`src/rtl/uart6551_pkg.sv`:
```
// Shared types and constants for the 6551 ACIA serial blocks.
package uart6551_pkg;

  typedef enum logic [2:0] {IDLE, START, DATA, PARITY, STOP} rx_state_t;

  localparam logic [1:0] WL_8 = 2'd0;
  localparam logic [1:0] WL_7 = 2'd1;
  localparam logic [1:0] WL_6 = 2'd2;
  localparam logic [1:0] WL_5 = 2'd3;

  localparam logic [3:0] TICK_MID = 4'd7;
  localparam logic [3:0] TICK_END = 4'd15;

  // Prescaler divisor (CLK_6551_EN pulses per 16x tick) for each baud code.
  function automatic logic [12:0] baud_div(input logic [3:0] sel);
    logic [12:0] d;
    case (sel)
      4'd0:    d = 13'd2;
      4'd1:    d = 13'd4608;
      4'd2:    d = 13'd3072;
      4'd3:    d = 13'd2094;
      4'd4:    d = 13'd1712;
      4'd5:    d = 13'd1536;
      4'd6:    d = 13'd768;
      4'd7:    d = 13'd384;
      4'd8:    d = 13'd192;
      4'd9:    d = 13'd128;
      4'd10:   d = 13'd96;
      4'd11:   d = 13'd64;
      4'd12:   d = 13'd48;
      4'd13:   d = 13'd32;
      4'd14:   d = 13'd24;
      default: d = 13'd12;
    endcase
    return d;
  endfunction

  // Index of the final data bit for a word-length code (8 bits -> 7 ... 5 bits -> 4).
  function automatic logic [2:0] last_bit(input logic [1:0] wl);
    return 3'd7 - {1'b0, wl};
  endfunction

endpackage

```
`src/rtl/uart6551_baudgen.sv`:
```
// 16x oversampling tick prescaler; counts CLK_6551_EN pulses, held at zero on request.
module uart6551_baudgen
  import uart6551_pkg::*;
(
  input  logic        clk,
  input  logic        rst,
  input  logic        clk_en,
  input  logic [12:0] div,
  input  logic        hold,
  output logic        tick16
);

  logic [12:0] cnt;

  always_ff @(posedge clk or posedge rst) begin
    if (rst) begin
      cnt    <= '0;
      tick16 <= 1'b0;
    end else if (hold) begin
      cnt    <= '0;
      tick16 <= 1'b0;
    end else begin
      tick16 <= 1'b0;
      if (clk_en) begin
        if (cnt == div - 13'd1) begin
          cnt    <= '0;
          tick16 <= 1'b1;
        end else begin
          cnt <= cnt + 13'd1;
        end
      end
    end
  end

endmodule

```
`src/rtl/uart6551_rx.sv`:
```
// 6551 ACIA receiver: RXD synchroniser, frame deserialiser and receive holding register.
// state  | meaning
// IDLE   | waiting for a high->low edge on synced RXD, prescaler held
// START  | qualifying the start bit at its midpoint
// DATA   | shifting in WORD_LEN data bits, LSB first
// PARITY | sampling the parity bit
// STOP   | sampling the stop bit, then loading the holding register
module uart6551_rx
  import uart6551_pkg::*;
#(
  parameter int SYNC_STAGES = 2
) (
  input  logic       CLK,
  input  logic       RESET,
  input  logic       CLK_6551_EN,
  input  logic [3:0] BAUD_SEL,
  input  logic [1:0] WORD_LEN,
  input  logic       PARITY_EN,
  input  logic       PARITY_ODD,
  input  logic       RXD,
  input  logic       RX_ACK,
  output logic [7:0] RX_DATA,
  output logic       RX_FULL,
  output logic       PARITY_ERR,
  output logic       FRAMING_ERR,
  output logic       OVERRUN
);

  logic [SYNC_STAGES-1:0] sync_q;
  logic                   rxd_s;
  logic                   rxd_prev;
  logic                   fall;

  rx_state_t   state;
  logic [3:0]  t;
  logic [2:0]  n;
  logic [7:0]  shreg;
  logic        par_err;
  logic [12:0] div_q;
  logic [1:0]  wl_q;
  logic        pen_q;
  logic        podd_q;
  logic        tick16;
  logic        load;

  always_ff @(posedge CLK or posedge RESET) begin
    if (RESET) begin
      sync_q   <= '1;
      rxd_prev <= 1'b1;
    end else begin
      sync_q   <= {sync_q[SYNC_STAGES-2:0], RXD};
      rxd_prev <= rxd_s;
    end
  end

  assign rxd_s = sync_q[SYNC_STAGES-1];
  assign fall  = rxd_prev & ~rxd_s;
  assign load  = (state == STOP) && tick16 && (t == TICK_END);

  uart6551_baudgen u_baudgen (
    .clk    (CLK),
    .rst    (RESET),
    .clk_en (CLK_6551_EN),
    .div    (div_q),
    .hold   (state == IDLE),
    .tick16 (tick16)
  );

  always_ff @(posedge CLK or posedge RESET) begin
    if (RESET) begin
      state       <= IDLE;
      t           <= '0;
      n           <= '0;
      shreg       <= '0;
      par_err     <= 1'b0;
      div_q       <= '0;
      wl_q        <= WL_8;
      pen_q       <= 1'b0;
      podd_q      <= 1'b0;
      RX_DATA     <= '0;
      RX_FULL     <= 1'b0;
      PARITY_ERR  <= 1'b0;
      FRAMING_ERR <= 1'b0;
      OVERRUN     <= 1'b0;
    end else begin
      case (state)
        IDLE: begin
          if (fall) begin
            state  <= START;
            t      <= '0;
            div_q  <= baud_div(BAUD_SEL);
            wl_q   <= WORD_LEN;
            pen_q  <= PARITY_EN;
            podd_q <= PARITY_ODD;
          end
        end
        START: begin
          if (tick16) begin
            if (t == TICK_MID) begin
              if (rxd_s) begin
                state <= IDLE;
              end else begin
                state   <= DATA;
                t       <= '0;
                n       <= '0;
                shreg   <= '0;
                par_err <= 1'b0;
              end
            end else begin
              t <= t + 4'd1;
            end
          end
        end
        DATA: begin
          if (tick16) begin
            if (t == TICK_END) begin
              shreg <= {rxd_s, shreg[7:1]};
              t     <= '0;
              if (n == last_bit(wl_q)) state <= pen_q ? PARITY : STOP;
              else                     n     <= n + 3'd1;
            end else begin
              t <= t + 4'd1;
            end
          end
        end
        PARITY: begin
          if (tick16) begin
            if (t == TICK_END) begin
              par_err <= ((^shreg) ^ rxd_s) != podd_q;
              t       <= '0;
              state   <= STOP;
            end else begin
              t <= t + 4'd1;
            end
          end
        end
        STOP: begin
          if (tick16) begin
            if (t == TICK_END) begin
              t     <= '0;
              state <= IDLE;
            end else begin
              t <= t + 4'd1;
            end
          end
        end
        default: state <= IDLE;
      endcase

      // A load in the same cycle as an ACK replaces the held character instead of clearing it.
      if (load) begin
        if (!RX_FULL || RX_ACK) begin
          RX_DATA     <= shreg >> wl_q;
          PARITY_ERR  <= par_err;
          FRAMING_ERR <= ~rxd_s;
          RX_FULL     <= 1'b1;
        end else begin
          OVERRUN <= 1'b1;
        end
      end else if (RX_ACK) begin
        RX_FULL     <= 1'b0;
        PARITY_ERR  <= 1'b0;
        FRAMING_ERR <= 1'b0;
        OVERRUN     <= 1'b0;
      end
    end
  end

endmodule

```
`config.mk`:
```
export PLATFORM = sky130hd
export DESIGN_NAME = uart6551_rx
export DESIGN_NICKNAME = d
export VERILOG_FILES = /design/src/rtl/uart6551_pkg.sv /design/src/rtl/uart6551_baudgen.sv /design/src/rtl/uart6551_rx.sv
export SDC_FILE = /design/constraint.sdc
export NUM_CORES = 1
export LEC_CHECK = 0
export CORE_MARGIN = 1.5
export CORE_UTILIZATION = 58
export DETAILED_ROUTE_END_ITERATION = 10
export DONT_BUFFER_PORTS = 1
export PLACE_DENSITY = 0.76
export SLEW_MARGIN = 15
export SYNTH_ARGS = -nofsm -noshare
export SYNTH_HDL_FRONTEND = slang
export SYNTH_SLANG_ARGS = --single-unit
```
`constraint.sdc`:
```
create_clock -name CLK -period 2.1 [get_ports CLK]
set_input_delay 0.105 -clock CLK [delete_from_list [all_inputs] [get_ports CLK]]
set_output_delay 0.105 -clock CLK [all_outputs]
set_load 0.005 [all_outputs]
```
# Word-level counts from Yosys, hierarchy flattened
# Memories as Yosys holds them, arrays and structs flattened. A register that Yosys moved wholly into a read port is not among the register bits.
# Cells that the tools add are included.
# classes
n_bitwise	3
n_addsub	5
shift	1
n_eq_ne	25
muxes	54
reduce_logical	21
# ops
op	n
two-way mux 3 bit	17
two-way mux 8 bit	5
two-way mux 13 bit	3
two-way mux 4 bit	6
two-way mux 1 bit	17
inequality test 2 bit (second input constant)	8
case mux 8 bit (2 select lines)	1
case mux 3 bit (5 select lines)	1
inequality test 2 x 1 -> 1 bit (second input constant)	7
adder 13 x 1 -> 13 bit (second input constant)	1
== test 13 bit	1
subtractor 13 x 1 -> 13 bit (second input constant)	1
case mux 4 bit (3 select lines)	1
AND reduction 6 bit	2
AND reduction 10 bit	1
AND reduction 2 bit	4
nonzero test 2 bit	4
XOR reduction 8 bit	1
>> shifter 8 x 2 -> 8 bit	1
AND reduction 7 bit	1
== test 3 x 2 -> 1 bit (second input constant)	2
case mux 3 bit (2 select lines)	1
AND reduction 5 bit	1
adder 4 x 1 -> 4 bit (second input constant)	1
20 further kinds	21
# word_totals
out_inout_bits	12
elab_cells	128
romBits	192
in_bits	13
reg_bits	65
mem_count	1
# memory_table
name	depth	word_bits	rd	rd_clocked_by_memory_dff	wr	line	rtl
(name not given)	16	12	1	1	0	uart6551_pkg.sv:17	case (sel)

# Logic depth before layout (Yosys ltp)
# Gate-level depths: netlist of the first run.
# depth
ltp_word	6
ltp_mapped	8
mapped_depth_nobuf	8

# Hierarchy
# A second synthesis of the first run with hierarchy kept.
# hier_totals
cells_unflattened	408
hier_area_um2	3881.2
# modules_own_cells
mod	seq_area_each_um2	cells_each	area_per_inst_um2	instances
uart6551_rx	1255.0	260	2641.3	1
uart6551_baudgen	350.3	148	1239.9	1

# Worst setup path before layout of the first run
# OpenSTA, ideal clock, no wires.
# synth_path
path_type	register to register
start	register div_q[1]
end	register u_baudgen.tick16
stages_incl_launch_ff	9
t_arrival_ns	2.045
path_buffers	0
setup_time_ns	0.081
required_ns	2.019
period_less_slack_ns	2.126
slack_ns	-0.026
cell_sequence	dfrtp_1 inv_1 ha_1 nor4b_4 nand2b_1 xnor2_1 nand4b_2 or4_1 nor3_2
# synth_between
elab_chain_cells	5
# synth_rtl
item	line	rtl
start: declaration	uart6551_rx.sv:39	logic [12:0] div_q;
subtractor 13 x 1 -> 13 bit	uart6551_baudgen.sv:25	if (cnt == div - 13'd1) begin
== test 13 bit	uart6551_baudgen.sv:25	
two-way mux 1 bit	uart6551_baudgen.sv:25	
two-way mux 1 bit	uart6551_baudgen.sv:24	if (clk_en) begin
two-way mux 1 bit	uart6551_baudgen.sv:19	end else if (hold) begin
end signal: assignment	uart6551_baudgen.sv:18	tick16 <= 1'b0;
end signal: assignment	uart6551_baudgen.sv:21	tick16 <= 1'b0;
end signal: assignment	uart6551_baudgen.sv:27	tick16 <= 1'b1;
end: declaration	uart6551_baudgen.sv:10	output logic tick16
# Every way passes these cells.
# A chain may end at the register's enable or synchronous reset.

# Worst setup path in the final report of the first run
# Same ends and word-level chain as after synthesis.

==> results of run 1 <==
-- worst max-delay path by stage --
stage,startpoint,end,slack [ns]
final,div_q[1]$_DFFE_PP0P_,u_baudgen.tick16$_DFF_PP0_,-0.01
after CTS,div_q[1]$_DFFE_PP0P_,u_baudgen.tick16$_DFF_PP0_,-0.02
after detailed placement,div_q[3]$_DFFE_PP0P_,u_baudgen.tick16$_DFF_PP0_,-0.04
after global placement,div_q[3]$_DFFE_PP0P_,u_baudgen.tick16$_DFF_PP0_,0.03
after floorplan,div_q[1]$_DFFE_PP0P_,u_baudgen.cnt[10]$_DFFE_PP0P_,0.01
after global routing,div_q[1]$_DFFE_PP0P_,u_baudgen.cnt[12]$_DFFE_PP0P_,-0.15
-- layer usage --
layer,part of all wire (%),up-vias,GRT usage [%]
met5,0,-,0
met4,1.8,0,10.4
met3,3.3,12,4.52
met2,50,64,40.7
met1,45,1479,30.5
li1,-,1511,-
-- kinds of logic (layout without fill, tap and decap cells) --
group,Yosys count,count (layout),share of synthesized area [%]
simple gates,145,146,21.8
compound gates,89,89,15.3
flops,64,64,41.8
buf+inv,38,72,4.17
xor+xnor,35,35,7.99
mux,18,18,5.97
fa+ha+maj,9,9,2.94
-- cells in the final DEF (no fill, tap or decap), drive strengths merged, types with 4 or more instances in the layout --
master,count
a21o,4
nand2,43
mux2,9
dfrtp,61
nor2,23
nand3,8
nand2b,7
a22o,9
a31oi,5
ha,9
dlygate4sd3,14
inv,16
mux2i,6
nand4,11
o41ai,5
buf,26
xor2,15
and3,4
nor4,6
a21oi,14
clkbuf,11
xnor2,20
o21ai,30
nand3b,5
o31ai,6
nor3,22
-- where the power goes --
part	total (mW)	switching, mW	internal [mW]
registers	1.84	0.372	1.47
clock network	1.21	0.477	0.731
logic	2.59	1.37	1.22
total	5.64	2.22	3.42
-- tightest hold or removal path, cell delays in order --
cell and delay, ns:
sky130_fd_sc_hd__nand2b_1 0.05, sky130_fd_sc_hd__nand3_1 0.08, sky130_fd_sc_hd__o21ai_0 0.07
-- cell type report --
cell class / instances / share of cell area, %
Tap cell: 77 / 2.13
Clock buffer: 11 / 3.34
Multi-Input combinational cell: 297 / 48.2
Timing Repair Buffer: 40 / 7.76
Clock inverter: 5 / 1.74
Inverter: 16 / 1.33
Sequential cell: 64 / 35.5
-- sequential cells by signal, indices dropped and copies added, names as in the netlist, 2 cells and up --
| signal | cells |
|---|---|
| state | 3 |
| u_baudgen.cnt | 13 |
| n | 3 |
| RX_DATA | 8 |
| div_q | 12 |
| sync_q | 2 |
| t | 4 |
| shreg | 8 |
| wl_q | 2 |
-- what timing repair did --
action | CTS | global route
hold buffers | 14 | 0
resized for setup | 3 | 19
endpoints found under the hold margin | 79 | 0
pin swaps | 4 | 3
setup endpoints to repair | 4 | 30
cloned | 1 | 0
-- stage by stage --
stage               power [mW]  setup TNS, ns  setup slack [ns]
finish                    5.64        -0.0118           -0.0118
global route              6.06          -1.49            -0.154
CTS                       5.46        -0.0342           -0.0188
detailed placement        4.14        -0.0482           -0.0431
global placement          4.06              0            0.0282
floorplan                 3.54              0            0.0111
==> results by stage, run 1 <==
Status:
- The run finished, with violations left.
- The final reports fail on negative setup slack.

Power and ir drop:
- The power per standard cell area is 1250 nW/µm².
- The analysis attributes to cell leakage a power of 1.93 nW.
- The worst ir drop on vdd is 1.02 mV.

Synth:
- The Yosys warning count is 0.
- The total standard cell area after synthesis is 3840 µm².
- The number of nets produced by synthesis is 420.
- Synthesis inferred 64 register bits.
- The most common cell in the synthesized netlist is sky130_fd_sc_hd__dfrtp_1.
- The post-synthesis cell type count is 59.
- The cell type contributing the most total cell area after synthesis is sky130_fd_sc_hd__dfrtp_1.
- Sorting the synthesized cells by how often they occur yields 61 x sky130_fd_sc_hd__dfrtp_1, 43 x sky130_fd_sc_hd__nand2_1, 30 x sky130_fd_sc_hd__o21ai_0, 22 x sky130_fd_sc_hd__nor2_1, 20 x sky130_fd_sc_hd__xnor2_1.
- The fraction of synthesis flops using an asynchronous set or reset pin is 100%.
- After synthesis, the cell types taking the most area are sky130_fd_sc_hd__dfrtp_1 40%, sky130_fd_sc_hd__xnor2_1 4.6%, sky130_fd_sc_hd__nand2_1 4.2%.
- In the synthesized netlist the dominant register cell turns out to be sky130_fd_sc_hd__dfrtp_1.
- The share of synthesized area in the top cell type comes to 39.8%.
- The part of the Yosys area used for sequential elements is 41.8%.
- In the synthesized netlist, the number of instances is 398.
- The number of enable flip-flop cells after synthesis is 0.
- The mean instance size in the synthesized netlist is 9.64 µm².

Clocking:
- The number of levels in the clock H-tree is 3.
- CTS saw 64 sinks.
- The clock latency of the later-clocked register in the worst-skew pair is 0.34 ns.
- After clock tree synthesis, the setup repair step added 0 buffers.
- The clock-pin slew on the worst setup and hold paths is 0.07 ns.
- TritonCTS built the clock tree.
- Clock tree synthesis inserted a total of 9 buffers.
- Clock tree synthesis selected as its root buffer the cell sky130_fd_sc_hd__clkbuf_8.
- In this run the deepest clock path goes through 2 buffers.

STA:
- At the pin with the least slew margin, the transition time is around 0.50 ns.
- Dividing the final minimum period by the clock period gives 101%.
- Clock skew on the completed layout was measured at 0.00840 ns.
- The count of endpoints failing setup in the final report is 1.
- The number of slew-limit violations in the final report is 0.
- On the final layout, the worst hold slack is 0.0147 ns.
- Setup repair after global routing could not meet its margin everywhere.
- The count of final hold-check violations came to 0.
- The minimum setup slack in the final design is -0.0118 ns.
- The max-slew headroom at the worst pin is approximately two thirds.
- The routed design could run at a clock period as short as 2.11 ns.
- For this run, the top clock speed supported by timing is 474 MHz.

Floorplan:
- The number of core rows is 29.
- The placeable core region is 6390 µm².
- The boundary pin count is 25.
- The die is 84.3 µm wide.
- The area enclosed by the die boundary is 7110 µm².
- The initial cell density of the core is 60.1%.
- Measured along the y axis, the die boundary spans 84.3 µm.

Detailed routing:
- The pre-antenna-repair detailed-routing pass consisted of 4 iterations.
- The remaining number of nets flagged by the antenna check after routing is 0.
- In the routed design, unresolved DRC markers number 0.
- The total wire length is 8070 µm.
- The average wire per standard cell is 15.8 µm.
- The average via count per standard cell is 6.01.
- Summing over every cut layer, the via total after detailed routing is 3066.
- The DRC violation total after the first TritonRoute iteration is 117.

Critical path:
- The critical path goes through inv_1 > ha_2 > nor4b_4 > nand2_1 > nor4_4 > nor2_2 > or4_4 > nor3_2.
- The critical path class is reg2reg.
- The critical path's slowest cell is sky130_fd_sc_hd__or4_4.
- In this run the number of cells on the critical path is 8.
- At the worst endpoint, the arrival time is 2.37 ns.
- In this design, the stage delay of the slowest critical-path cell is 0.49 ns.
- The worst register-to-register path has a setup slack of -0.01 ns.
- The kind of cell with the highest combined delay on the critical path is simple AND/OR/NAND/NOR gates.
- For the worst flop-to-flop path, the logic depth is 8.
- The startpoint of the worst register-to-register path is div_q[1]$_DFFE_PP0P_.
- The worst setup path is launched from a flip-flop.
- Along the worst path, the maximum fanout reaches 4.
- The kind of end point of the critical path is a flip-flop.
- The worst path buffer plus inverter count is 1.
- The worst endpoint required time is between 2 and 2.5 ns.
- In this run the critical register-to-register path is captured at u_baudgen.tick16$_DFF_PP0_.

Placed design:
- Routability-driven placement finished with a final weighted congestion of 0.848.
- The post-place instance area is 4050 µm².
- The HPWL after detailed placement is around 5300 µm.
- Buffers placed on the I/O ports in this run total 0.
- The cell total after placement is roughly 480.

Final layout:
- The number of antenna diodes in the final layout is 0.
- The filler cells instantiated in the layout total 472.
- In the final layout, the multi-input gates occupy 2190 µm².
- Cells with a size suffix above 1 make up 21.7% of the layout.
- The count of non-filler cells in the finished layout is 510.
- The layout overhead on the synthesized area is 18.1%.
- For this run, the share of the core covered by cells in the final layout is 71.0%.
- The area occupied by registers is 1610 µm².
- At the end of the flow, the number of nets in the layout was 450.
- The post-route cell area is 4530 µm².

Hold path:
- The worst hold path belongs to the class in2reg.
- The cell depth of the worst min-delay path is 3.
- The end point of the worst hold path is div_q[2]$_DFFE_PP0P_.
- The hold path startpoint is BAUD_SEL[2].

Global route:
- Entering global routing, the biggest net connects 65 pins.
- The total global-route track usage is 24.1%.
- The number of antenna violations at the first check in global routing came to 0.
- The first-pass GRT wire length is 13900 µm.
- The final global-route overflow total is 0.
- The via count of the first global-routing pass was 3125.

Job:
- Max-cap violations in this run came to 0.
Power figures use the tool's default switching activity.
==> run 2, diff against run 1 <==
--- a/config.mk
+++ b/config.mk
@@ -6,10 +6,9 @@
 export NUM_CORES = 1
 export LEC_CHECK = 0
 export CORE_MARGIN = 1.5
-export CORE_UTILIZATION = 58
+export CORE_UTILIZATION = 45
 export DETAILED_ROUTE_END_ITERATION = 10
 export DONT_BUFFER_PORTS = 1
-export PLACE_DENSITY = 0.76
 export SLEW_MARGIN = 15
 export SYNTH_ARGS = -nofsm -noshare
 export SYNTH_HDL_FRONTEND = slang
==> run 2 against run 1 <==
Net effect:
- the run still ends with negative setup slack left
- non-clock buffer count increased by 12
- worst setup slack got worse by 0.0045 ns
- sequential power about the same
- register-to-register slack about the same
- design area increased by 4.8%
- worst hold slack improved by 0.014 ns
- final cell count increased by 7.8%
- global-route usage decreased by 4.0 points
- utilization decreased by 13 points
- sequential cell count unchanged
- largest power group unchanged
==> results by stage, run 2 (same netlist as run 1, synthesis figures left out) <==
Critical path:
- The critical path goes through nor3_2 > nand4_1 > a21oi_1 > nor2_1 > or4_4 > nor3_2.
- The worst setup path is launched from a flip-flop.
- The largest fanout on the critical path was 5 (+1).
- The worst endpoint required time came to 2.37 ns (about the same).
- The critical path class is reg2reg.
- The critical path data arrival time came to 2.39 ns (+0.02 ns).
- The kind of end point of the critical path is a flip-flop.
- The peak per-stage delay on the critical path is 0.53 ns (+0.04 ns).
- The most frequent cell on the critical path is sky130_fd_sc_hd__nor3_2.
- The flop-to-flop setup slack came to -0.02 ns (about the same).
- The kind of cell with the highest combined delay on the critical path is simple AND/OR/NAND/NOR gates.
- The worst path buffer plus inverter count came to 0 (-1).
- The critical path's slowest cell is sky130_fd_sc_hd__or4_4.

STA:
- The count of final hold-check violations is 0 (unchanged).
- The final critical-path share of the clock period is 101% (+0.21 points).
- The final-layout setup total negative slack came to -0.0324 ns (-0.0206 ns).
- The number of slew-limit violations in the final report is 0 (unchanged).
- The highest clock frequency the design can meet is 473 MHz (-0.21%).
- The largest clock skew in the final design is 0.0124 ns (+0.00403 ns).
- The count of endpoints failing setup in the final report is 2 (+1).
- The max-slew headroom at the worst pin is 59.5% (-7.1 points).
- The transition at the pin with the smallest max-transition slack is 0.607 ns (+0.108 ns).
- The minimum setup slack in the final design is -0.0163 ns (-0.00450 ns).
- The post-route worst hold slack came to 0.0286 ns (+0.0139 ns).
- The shortest period the worst path allows is 2.12 ns (+0.00450 ns).
- Setup repair after global routing could not meet its margin everywhere.

Status:
- The final reports fail on negative setup slack.
- The run finished, with violations left.

Detailed routing:
- The total wire length is 8720 µm (+8.1%).
- The detailed-routing iteration count for the pre-antenna-repair pass is 4 (unchanged).
- The DRC violation total after the first TritonRoute iteration is 121 (+3.4%).
- The average via count per standard cell is 5.64 (-6.2%).
- The number of vias in the routed layout is 3102 (+1.2%).
- The post-detailed-route DRC marker count is 0 (unchanged).
- The average wire per standard cell is 15.9 µm (+0.22%).
- The remaining number of nets flagged by the antenna check after routing was 0 (unchanged).

Job:
- The number of maximum-capacitance constraint violations was 0 (unchanged).

Power and ir drop:
- The leakage power total is 2.01 nW (+4.1%).
- The worst ir drop on vdd is 0.821 mV (-20%).
- The power per standard cell area is 1260 nW/µm² (+0.78%).

Global route:
- The first-pass GRT wire length came to 13900 µm (+0.10%).
- The total global-route track usage is 20.1% (-4.0 points).
- The final global-route overflow total is 0 (unchanged).
- The maximum number of pins on one net before global-route repair is 27 (-58%).
- The met1 usage in global routing is 25.0% (-5.5 points).
- The met2 routing resource usage after global routing came to 33.5% (-7.2 points).
- The via count of the first global-routing pass came to 2946 (-5.7%).
- The met3 global-route usage is 5.02% (+0.50 points).
- The global routing stage identified its most utilized layer as met2.
- The number of antenna violations at the first check in global routing was 0 (unchanged).

Hold path:
- The path category of the worst min-delay check is in2reg.

Clocking:
- The maximum buffer depth of the clock tree is 2 (unchanged).
- The buffer cell driving the clock tree root is sky130_fd_sc_hd__clkbuf_8.
- The TritonCTS buffer count was 9 (unchanged).
- The total clock sinks is 64 (unchanged).
- The CTS tree is built.
- The number of levels in the clock H-tree is 3 (unchanged).
- The clock-pin slew on the worst setup and hold paths is 0.08 ns (about the same).
- The clock latency of the later-clocked register in the worst-skew pair is 0.36 ns (+0.02 ns).

Floorplan:
- The horizontal extent of the die was 95.3 µm (+13%).
- The number of core rows is 33 (+14%).
- The placeable core region is 8220 µm² (+29%).
- The initial cell density of the core is 46.7% (-13 points).
- The boundary pin count was 25 (unchanged).
- The area enclosed by the die boundary was 9090 µm² (+28%).
- The floorplan die height is 95.3 µm (+13%).

Final layout:
- The number of fillers in the final layout is 703 (+49%).
- The flip-flop count of the largest register, all copies and words added was 13 (unchanged).
- The final-stage net count came to 462 (+2.7%).
- The final cell utilization of the core was 57.8% (-13 points).
- The largest registers in the layout are u_baudgen.cnt: 13 flops, div_q: 12 flops.
- The share of final-layout standard cells stronger than drive strength 1 was 27.6% (+5.9 points).
- Leaving out fill and tap cells, the most frequent cells in the layout are 57 x sky130_fd_sc_hd__dfrtp_1, 40 x sky130_fd_sc_hd__nand2_1, 33 x sky130_fd_sc_hd__buf_4.
- The library cell used most frequently in the layout, excluding fill and tap cells, is sky130_fd_sc_hd__dfrtp_1.
- Counting flops per register, the top entry is u_baudgen.cnt.
- Compared with the post-synthesis result, the final layout area differs by 23.8%.
- The number of inserted diodes was 0 (unchanged).

Placed design:
- The final estimated routing congestion in global placement was 0.823 (-3.0%).
- The number of port buffers is 0 (unchanged).
- The half-perimeter wire length after placement is 5870 µm (+10%).
==> run 2: cell types whose count changed in the layout (fill, tap and decap cells not counted), sizes merged <==
cell / before / now
clkbuf: 11 / 9
inv: 16 / 17
buf: 26 / 38
clkinvlp: 0 / 1
==> run 2: through the flow <==
stage	power [mW]	instances	area (µm²)	setup slack (ns)
final	5.96	550	4750	-0.0163
after global routing	6.40	550	4750	-0.146
after CTS	5.51	545	4510	0.00189
after detailed placement	4.23	513	4130	-0.0251
after global placement	4.17	513	4130	0.0320
after floorplan	3.54	398	3840	0.0111
==> run 2: final timing paths <==
kind / from / endpoint / cells after the start
hold reg to reg: sync_q[0]$_DFF_PP1_ / sync_q[1]$_DFF_PP1_ / 0
setup / recovery: div_q[3]$_DFFE_PP0P_ / u_baudgen.tick16$_DFF_PP0_ / 6
max in group asynchronous: RESET / sync_q[0]$_DFF_PP1_ / 3
hold / removal: CLK_6551_EN / u_baudgen.tick16$_DFF_PP0_ / 2
setup reg to reg: div_q[3]$_DFFE_PP0P_ / u_baudgen.tick16$_DFF_PP0_ / 6
min in group asynchronous: RESET / RX_DATA[4]$_DFFE_PP0P_ / 2
==> run 2: metal layers <==
metal	up-vias	wire length, µm	part of all wire [%]
met4	0	127	1.5
met2	39	4370	50
met1	1528	3970	46
met5	-	0	0
li1	1524	-	-
met3	11	252	2.9
==> run 2: worst register-to-register path: stages (launching register included) <==
cell and delay, ns:
sky130_fd_sc_hd__dfrtp_2 0.48, sky130_fd_sc_hd__nor3_2 0.37, sky130_fd_sc_hd__nand4_1 0.14, sky130_fd_sc_hd__a21oi_1 0.23, sky130_fd_sc_hd__nor2_1 0.13, sky130_fd_sc_hd__or4_4 0.53
sky130_fd_sc_hd__nor3_2 0.15
==> run 2: area by class of cell <==
type	count	area (µm²)	area share, %
Sequential cell	64	1610	33.9
Timing Repair Buffer	52	453	9.54
Tap cell	105	131	2.77
Clock buffer	9	124	2.61
Inverter	16	60.1	1.26
Clock inverter	7	95.1	2.00
Multi-Input combinational cell	297	2280	47.9
==> run 2: timing repair <==
item | CTS | global route
hold buffers | 14 | 0
hold endpoints to repair | 42 | 0
resized for setup | 0 | 47
pin swaps | 2 | 27
gates cloned | 1 | 0
endpoints found under the setup margin | 1 | 28
setup buffers | 1 | 5
==> run 2: where the power goes <==
group	total [mW]	internal [mW]	switching (mW)
logic	2.92	1.40	1.51
registers	1.85	1.48	0.374
clock network	1.19	0.670	0.525
total	5.96	3.55	2.41
